[config.mk]
export PLATFORM = sky130hd
export DESIGN_NAME = pipe_ctrl
export DESIGN_NICKNAME = d
export VERILOG_FILES = /design/src/rtl/pipe_ctrl.sv
export SDC_FILE = /design/constraint.sdc
export NUM_CORES = 1
export LEC_CHECK = 0
export CORE_AREA = 2 2 112 60
export DETAILED_ROUTE_END_ITERATION = 8
export DIE_AREA = 0 0 114 62
export PLACE_DENSITY = 0.68
export SYNTH_ARGS = -nofsm -noshare
export SYNTH_HDL_FRONTEND = slang
export SYNTH_SLANG_ARGS = --single-unit
[constraint.sdc]
create_clock -name clk -period 5.9 [get_ports clk]
set_input_delay 1.77 -clock clk [delete_from_list [all_inputs] [get_ports clk]]
set_output_delay 1.77 -clock clk [all_outputs]
set_load 0.005 [all_outputs]
[src/rtl/pipe_ctrl.sv]
// rtl/pipe_ctrl.sv - pipeline control tracker: stage control registers, load-use stall, EX branch resolve, forwarding
module pipe_ctrl #(
  parameter int REG_AW = 5
) (
  input  logic              clk,
  input  logic              rst,
  input  logic              id_valid,
  input  logic [4:0]        id_ex,
  input  logic [2:0]        id_m,
  input  logic [2:0]        id_wb,
  input  logic [REG_AW-1:0] id_rs1,
  input  logic [REG_AW-1:0] id_rs2,
  input  logic [REG_AW-1:0] id_rd,
  input  logic              id_use_rs1,
  input  logic              id_use_rs2,
  input  logic              ex_zero,
  input  logic              ex_jump,
  output logic              stall,
  output logic              flush,
  output logic              ex_pc_sel,
  output logic              ex_alu_src_b,
  output logic [3:0]        ex_alu_op,
  output logic [1:0]        ex_fwd_a,
  output logic [1:0]        ex_fwd_b,
  output logic              mem_write,
  output logic [REG_AW-1:0] mem_rd,
  output logic              mem_reg_write,
  output logic              wb_reg_write,
  output logic [1:0]        wb_mem_to_reg,
  output logic [REG_AW-1:0] wb_rd
);

  logic              idex_valid;
  logic [4:0]        idex_ex;
  logic [2:0]        idex_m;
  logic [2:0]        idex_wb;
  logic [REG_AW-1:0] idex_rs1;
  logic [REG_AW-1:0] idex_rs2;
  logic [REG_AW-1:0] idex_rd;

  // Only the store enable of the memory bundle is needed past EX.
  logic              exmem_valid;
  logic              exmem_mw;
  logic [2:0]        exmem_wb;
  logic [REG_AW-1:0] exmem_rd;

  logic              memwb_valid;
  logic [2:0]        memwb_wb;
  logic [REG_AW-1:0] memwb_rd;

  logic ld_hz;
  logic exmem_fwd;
  logic memwb_fwd;

  assign ld_hz = idex_valid && (idex_wb == 3'b111) && (idex_rd != '0) && id_valid &&
                 ((id_use_rs1 && (id_rs1 == idex_rd)) || (id_use_rs2 && (id_rs2 == idex_rd)));

  assign ex_pc_sel = idex_valid & (ex_jump | (idex_m[2] & (idex_m[1] ? ex_zero : ~ex_zero)));
  assign flush     = ex_pc_sel;
  // The ID instruction is wrong-path on a redirect, so stalling for it is pointless.
  assign stall     = ld_hz & ~ex_pc_sel;

  assign exmem_fwd = exmem_valid & exmem_wb[2] & (exmem_rd != '0);
  assign memwb_fwd = memwb_valid & memwb_wb[2] & (memwb_rd != '0);

  always_comb begin
    ex_fwd_a = 2'b00;
    ex_fwd_b = 2'b00;
    if (exmem_fwd && (exmem_rd == idex_rs1))      ex_fwd_a = 2'b01;
    else if (memwb_fwd && (memwb_rd == idex_rs1)) ex_fwd_a = 2'b10;
    if (exmem_fwd && (exmem_rd == idex_rs2))      ex_fwd_b = 2'b01;
    else if (memwb_fwd && (memwb_rd == idex_rs2)) ex_fwd_b = 2'b10;
  end

  assign ex_alu_src_b  = idex_ex[4];
  assign ex_alu_op     = idex_ex[3:0];
  assign mem_write     = exmem_valid & exmem_mw;
  assign mem_rd        = exmem_rd;
  assign mem_reg_write = exmem_valid & exmem_wb[2];
  assign wb_reg_write  = memwb_valid & memwb_wb[2];
  assign wb_mem_to_reg = memwb_wb[1:0];
  assign wb_rd         = memwb_rd;

  always_ff @(posedge clk) begin
    if (rst) begin
      idex_valid  <= 1'b0;
      idex_ex     <= '0;
      idex_m      <= '0;
      idex_wb     <= '0;
      idex_rs1    <= '0;
      idex_rs2    <= '0;
      idex_rd     <= '0;
      exmem_valid <= 1'b0;
      exmem_mw    <= 1'b0;
      exmem_wb    <= '0;
      exmem_rd    <= '0;
      memwb_valid <= 1'b0;
      memwb_wb    <= '0;
      memwb_rd    <= '0;
    end else begin
      if (!id_valid || flush || stall) begin
        idex_valid <= 1'b0;
        idex_ex    <= '0;
        idex_m     <= '0;
        idex_wb    <= '0;
        idex_rs1   <= '0;
        idex_rs2   <= '0;
        idex_rd    <= '0;
      end else begin
        idex_valid <= 1'b1;
        idex_ex    <= id_ex;
        idex_m     <= id_m;
        idex_wb    <= id_wb;
        idex_rs1   <= id_rs1;
        idex_rs2   <= id_rs2;
        idex_rd    <= id_rd;
      end
      exmem_valid <= idex_valid;
      exmem_mw    <= idex_m[0];
      exmem_wb    <= idex_wb;
      exmem_rd    <= idex_rd;
      memwb_valid <= exmem_valid;
      memwb_wb    <= exmem_wb;
      memwb_rd    <= exmem_rd;
    end
  end

endmodule
# Word level (Yosys, flattened, before mapping)
# Cells that the tools add are included.
# Widths: inputs -> output; s select.
[word_totals]
regBits = 46
input_bits = 33
out_inout_bits = 27
elab_cells = 56
[op_classes]
eq_ne = 7
mux = 6
n_bitwise = 11
n_reduce_logical = 18
[ops]
columns = ["operator", "count"]
rows = [
  ["$eq 5x5->1", 6],
  ["$reduce_bool 5->1", 3],
  ["$logic_and 1x1->1", 10],
  ["$and 1x1->1", 8],
  ["$mux 2", 4],
  ["$eq 3x3->1 const B", 1],
  ["$logic_or 1x1->1", 3],
  ["$mux 1", 2],
  ["$not 1->1", 2],
  ["$reduce_or 2->1", 1],
  ["$logic_not 1->1", 1],
  ["$or 1x1->1", 1],
]

# Depth between registers and ports, before layout
[depth]
depth_word = 9
depth_mapped = 5
ltp_nobuf = 4

# Worst setup path before layout
# No wires, ideal clock.
[synth_path]
path_type = "input to output"
start = "input port ex_zero"
end = "output port stall"
t_arrival_ns = 2.730
required_time_ns = 4.130
path_slack_ns = 1.400
path_stages = 5
path_buffers = 1
path_cell_list = "xnor2_1 -> a21oi_1 -> o21ai_2 -> buf_2 -> and3b_1"
[synth_via]
elab_chain_cells = 7
[synth_lines]
columns = ["element", "line", "rtl"]
rows = [
  ["start, declared", "16", "input logic ex_zero,"],
  ["$not 1->1", "58", "assign ex_pc_sel = idex_valid & (ex_jump | (idex_m[2] & (idex_m[1] ? ex_zero : ~ex_zero)));"],
  ["$mux 1 (*)", "58", ""],
  ["$and 1x1->1 (*)", "58", ""],
  ["$or 1x1->1 (*)", "58", ""],
  ["$and 1x1->1 (*)", "58", ""],
  ["$not 1->1 (*)", "61", "assign stall = ld_hz & ~ex_pc_sel;"],
  ["$and 1x1->1 (*)", "61", ""],
  ["end, declared", "18", "output logic stall,"],
]
# Every way passes the cells marked *; elsewhere a longest branch is shown, timed or not.

# Worst setup path in the final report
[layout_path]
start = "input port id_rs2[2]"
end = "output port stall"
[layout_via]
elab_chain_cells = 5
[layout_lines]
columns = ["element", "line", "rtl"]
rows = [
  ["start, declared", "12", "input logic [REG_AW-1:0] id_rs2,"],
  ["$eq 5x5->1", "56", "((id_use_rs1 && (id_rs1 == idex_rd)) || (id_use_rs2 && (id_rs2 == idex_rd)));"],
  ["$logic_and 1x1->1", "56", ""],
  ["$logic_or 1x1->1", "56", ""],
  ["$logic_and 1x1->1", "55", "assign ld_hz = idex_valid && (idex_wb == 3'b111) && (idex_rd != '0) && id_valid &&"],
  ["$and 1x1->1", "61", ""],
]
# Every way passes these cells.

==> key figures <==
Status
  – Run status: finished clean

Critical path
  – Worst setup EP type: output port
  – Most used cell, CP: clkdlybuf4s50_1
  – CP Class: input port to output port
  – Worst setup SP type: input port
  – FF-to-FF Start: idex_rd[1]
  – CP bufs+invs: 2
  – Slowest stage cell on the critical path: clkdlybuf4s50_1
  – Worst reg-to-reg path cell count: 3
  – R2R Path End: idex_rs2[4]
  – Top delay family on crit path: buffers and inverters
  – Crit path DAT: 3.56 ns
  – Crit path cell chain: clkdlybuf4s50_1 -> xnor2_1 -> nand4_1 -> o22ai_4 -> and3b_1 -> clkdlybuf4s50_1
  – Worst R2R Setup Slack: 4.05 ns
  – CP max stage delay: 0.53 ns
  – CP required: 4.13 ns
  – Critical path peak fanout: 2

Timing
  – Minimum clock period: 5.334 ns
  – Final Hold Vio Count: 0
  – Final hold slack: 0.4380 ns
  – Final Slew Violations: 0
  – Max-slew headroom: 0.3149
  – Period utilization: 0.9041
  – Unrepaired setup endpoints after global routing: false
  – F_max: 187.5 MHz
  – Worst slew pin tran: 1.028 ns
  – Setup total negative slack: 0 ns
  – Final setup viols: 0
  – Clk_skew: 0.004151 ns

Pwr
  – Max VDD drop: 0.1113 mV
  – Leakage dissipation: 1.094 nW
  – Clock power share: 0.435
  – Power per cell area: 254.5 mW/mm2
  – Cell-internal power: 0.5651 mW
  – P_sw: 0.1590 mW
  – Sequential share of power: 0.457
  – Switching Fraction: 0.2196
  – Comb pwr share: 0.109

Final layout
  – Proportion of layout cells with a drive suffix above 1: 0.1377
  – # fillers: 609
  – Reg area: 920.9 um2
  – Ant. Diodes: 0
  – Final net count: 279
  – Area of the multi-input gates: 955.9 um2
  – Layout Area Growth over Synthesis: 38.49%

Worst hold path
  – Hold Crit Class: register to register
  – Hold Crit Start: idex_m[0]
  – Min-Delay Endpoint: exmem_mw
  – Hold Path Stages: 1

Placed design
  – Dpl hpwl: 3.475 mm
  – Port-buffer cells: 59
  – Routability Congestion: 0.7873

Synthesis
  – Syn_area_per_cell: 10.70 um2
  – Number of synthesized flops with an enable pin: 0
  – Largest family of logic cells by synthesized area: compound AO/OA/AOI/OAI gates
  – Cells after Synth: 192
  – Adder-Cell Fraction of Synth Area: 0
  – Post-Syn Area: 0.002054 mm2
  – Most common cell in the netlist: dfxtp_1
  – Synth Area in XOR/XNOR: 0.1322
  – Yosys top cell by area: dfxtp_1
  – Fraction of registers with async set/reset: 0
  – Compound-cell area share of the yosys netlist: 0.2028
  – Area contributors post-synth: dfxtp_1 45%, a2111oi_2 12%, xnor2_1 7.2%, xor2_1 6.0%, nor2b_1 5.5%
  – Post-Syn Nets: 225
  – Top_reg_cell synth: dfxtp_1
  – Seq/Total Area, Yosys: 0.4482
  – Synth warnings: 0
  – Synth top area share: 0.4482
  – Post-synth top cells: 46 x dfxtp_1, 27 x inv_1, 18 x nor2b_1
  – Simple-gate share of the synthesized area: 0.1267
  – Mux cell area share after synthesis: 0
  – FF+latch count, synth: 46
  – Synth unique cells: 29

Clock tree
  – CTS tree: built
  – Resized Gates After CTS: 0
  – CTS buffer count: 5
  – Setup Fix Bufs, Post-CTS: 0
  – Clk_lat worst skew: 0.28 ns
  – Clk sink count: 46
  – Root Buffer: clkbuf_16
  – Clock slew at reported path FFs: 0.06 ns
  – CTS max path bufs: 2
  – Hold buffers post-CTS: 0
  – CTS H-tree lvls: 2

Detailed routing
  – Via count: 1534
  – Remaining DRCs: 0
  – Pre-Repair DR Iteration Count: 4
  – Initial drt markers: 69
  – Detailed Route WL: 4.764 mm
  – Avg WL per Cell: 14.57 um
  – Vias per cell: 4.691
  – Routed Antenna Nets: 0

Global routing
  – Largest net degree at the start of global routing: 47
  – Grt ovf: 0
  – Initial antenna violation count: 0
  – First-pass GRT wire length: 7.659 mm
  – GRT Total Usage: 0.1455
  – Vias in the first global route: 1418

Floorplanning
  – Initial Utilization: 0.3285
  – Die X: 114 um
  – I/O pin count: 60
  – Placeable Area: 0.006254 mm2
  – Die Footprint: 0.007068 mm2
  – Row cnt: 21
  – Die span in y: 62 um

Job
  – Max Cap Viol: 0
flip-flops by register name (all words and copies together) (netlist names), 3 cells and up:
| name | flops |
|---|---|
| idex_rd | 5 |
| idex_rs2 | 5 |
| exmem_wb | 3 |
| idex_rs1 | 5 |
| idex_ex | 5 |
| memwb_wb | 3 |
| wb_rd | 5 |
| mem_rd | 5 |
| idex_wb | 3 |
| idex_m | 3 |
area by class of cell:
class,instances,share of cell area
Multi-Input combinational cell,105,0.3360
Timing Repair Buffer,61,0.2111
Clock inverter,2,0.01319
Inverter,27,0.03562
Clock buffer,6,0.04529
Sequential cell,46,0.3237
Tap cell,80,0.03518
kinds of logic after synthesis:
logic type / count (synthesis)
AO/OA/AOI/OAI: 33
AND/OR/NAND/NOR: 41
flip-flops: 46
buffers and inverters: 41
XOR/XNOR: 31
layer usage:
metal / share of wire / track usage
met5: 0 / 0
met4: 0.0088 / 0.03659
met3: 0.080 / 0.04559
met2: 0.38 / 0.1922
met1: 0.53 / 0.2237
power by group through the flow:
stage               clock network (mW)  logic (mW)  registers [mW]
floorplan                            0      0.0433           0.335
global placement                     0      0.0787           0.337
detailed placement                   0      0.0794           0.338
CTS                              0.320      0.0798           0.331
global route                     0.339      0.0866           0.332
finish                           0.315      0.0788           0.331
through the flow:
step / util / area [um2] / setup slack, ns / instances / power [mW]
floorplan: - / 2054 / 1.400 / 192 / 0.3781
global placement: 0.4284 / 2679 / 0.5980 / 319 / 0.4160
detailed placement: 0.4284 / 2679 / 0.5838 / 319 / 0.4170
CTS: 0.4550 / 2845 / 0.5703 / 327 / 0.7309
global route: 0.4550 / 2845 / 0.5099 / 327 / 0.7576
finish: 0.4550 / 2845 / 0.5661 / 327 / 0.7241
cells in the final DEF (no fill, tap or decap), types with 3 or more instances in the layout:
cell type	synthesis	routed
a2111oi_0	8	8
a2111oi_2	17	17
and2_1	3	3
clkbuf_16	0	5
clkdlybuf4s50_1	0	58
dfxtp_1	46	46
inv_1	27	27
nand4_1	3	3
nor2_1	3	3
nor2b_1	18	18
or4_1	4	4
xnor2_1	17	17
xor2_1	14	14
how the worst max path moves through the flow:
stage / cells after the start / slack, ns / to / start
floorplan: 5 / 1.40 / stall / ex_zero
global placement: 6 / 0.60 / stall / id_rs2[2]
global route: 6 / 0.51 / stall / id_rs2[2]
detailed placement: 6 / 0.58 / stall / id_rs2[2]
CTS: 6 / 0.57 / stall / id_rs2[2]
finish: 6 / 0.57 / stall / id_rs2[2]
worst register-to-register path, delay by kind of cell (launching register included):
kind	cells	cell delay, ns
DFF	1	0.44
AOI/OAI and AO/OA	2	1.09
and+or+nand+nor	1	0.12
Power figures use the tool's default switching activity.
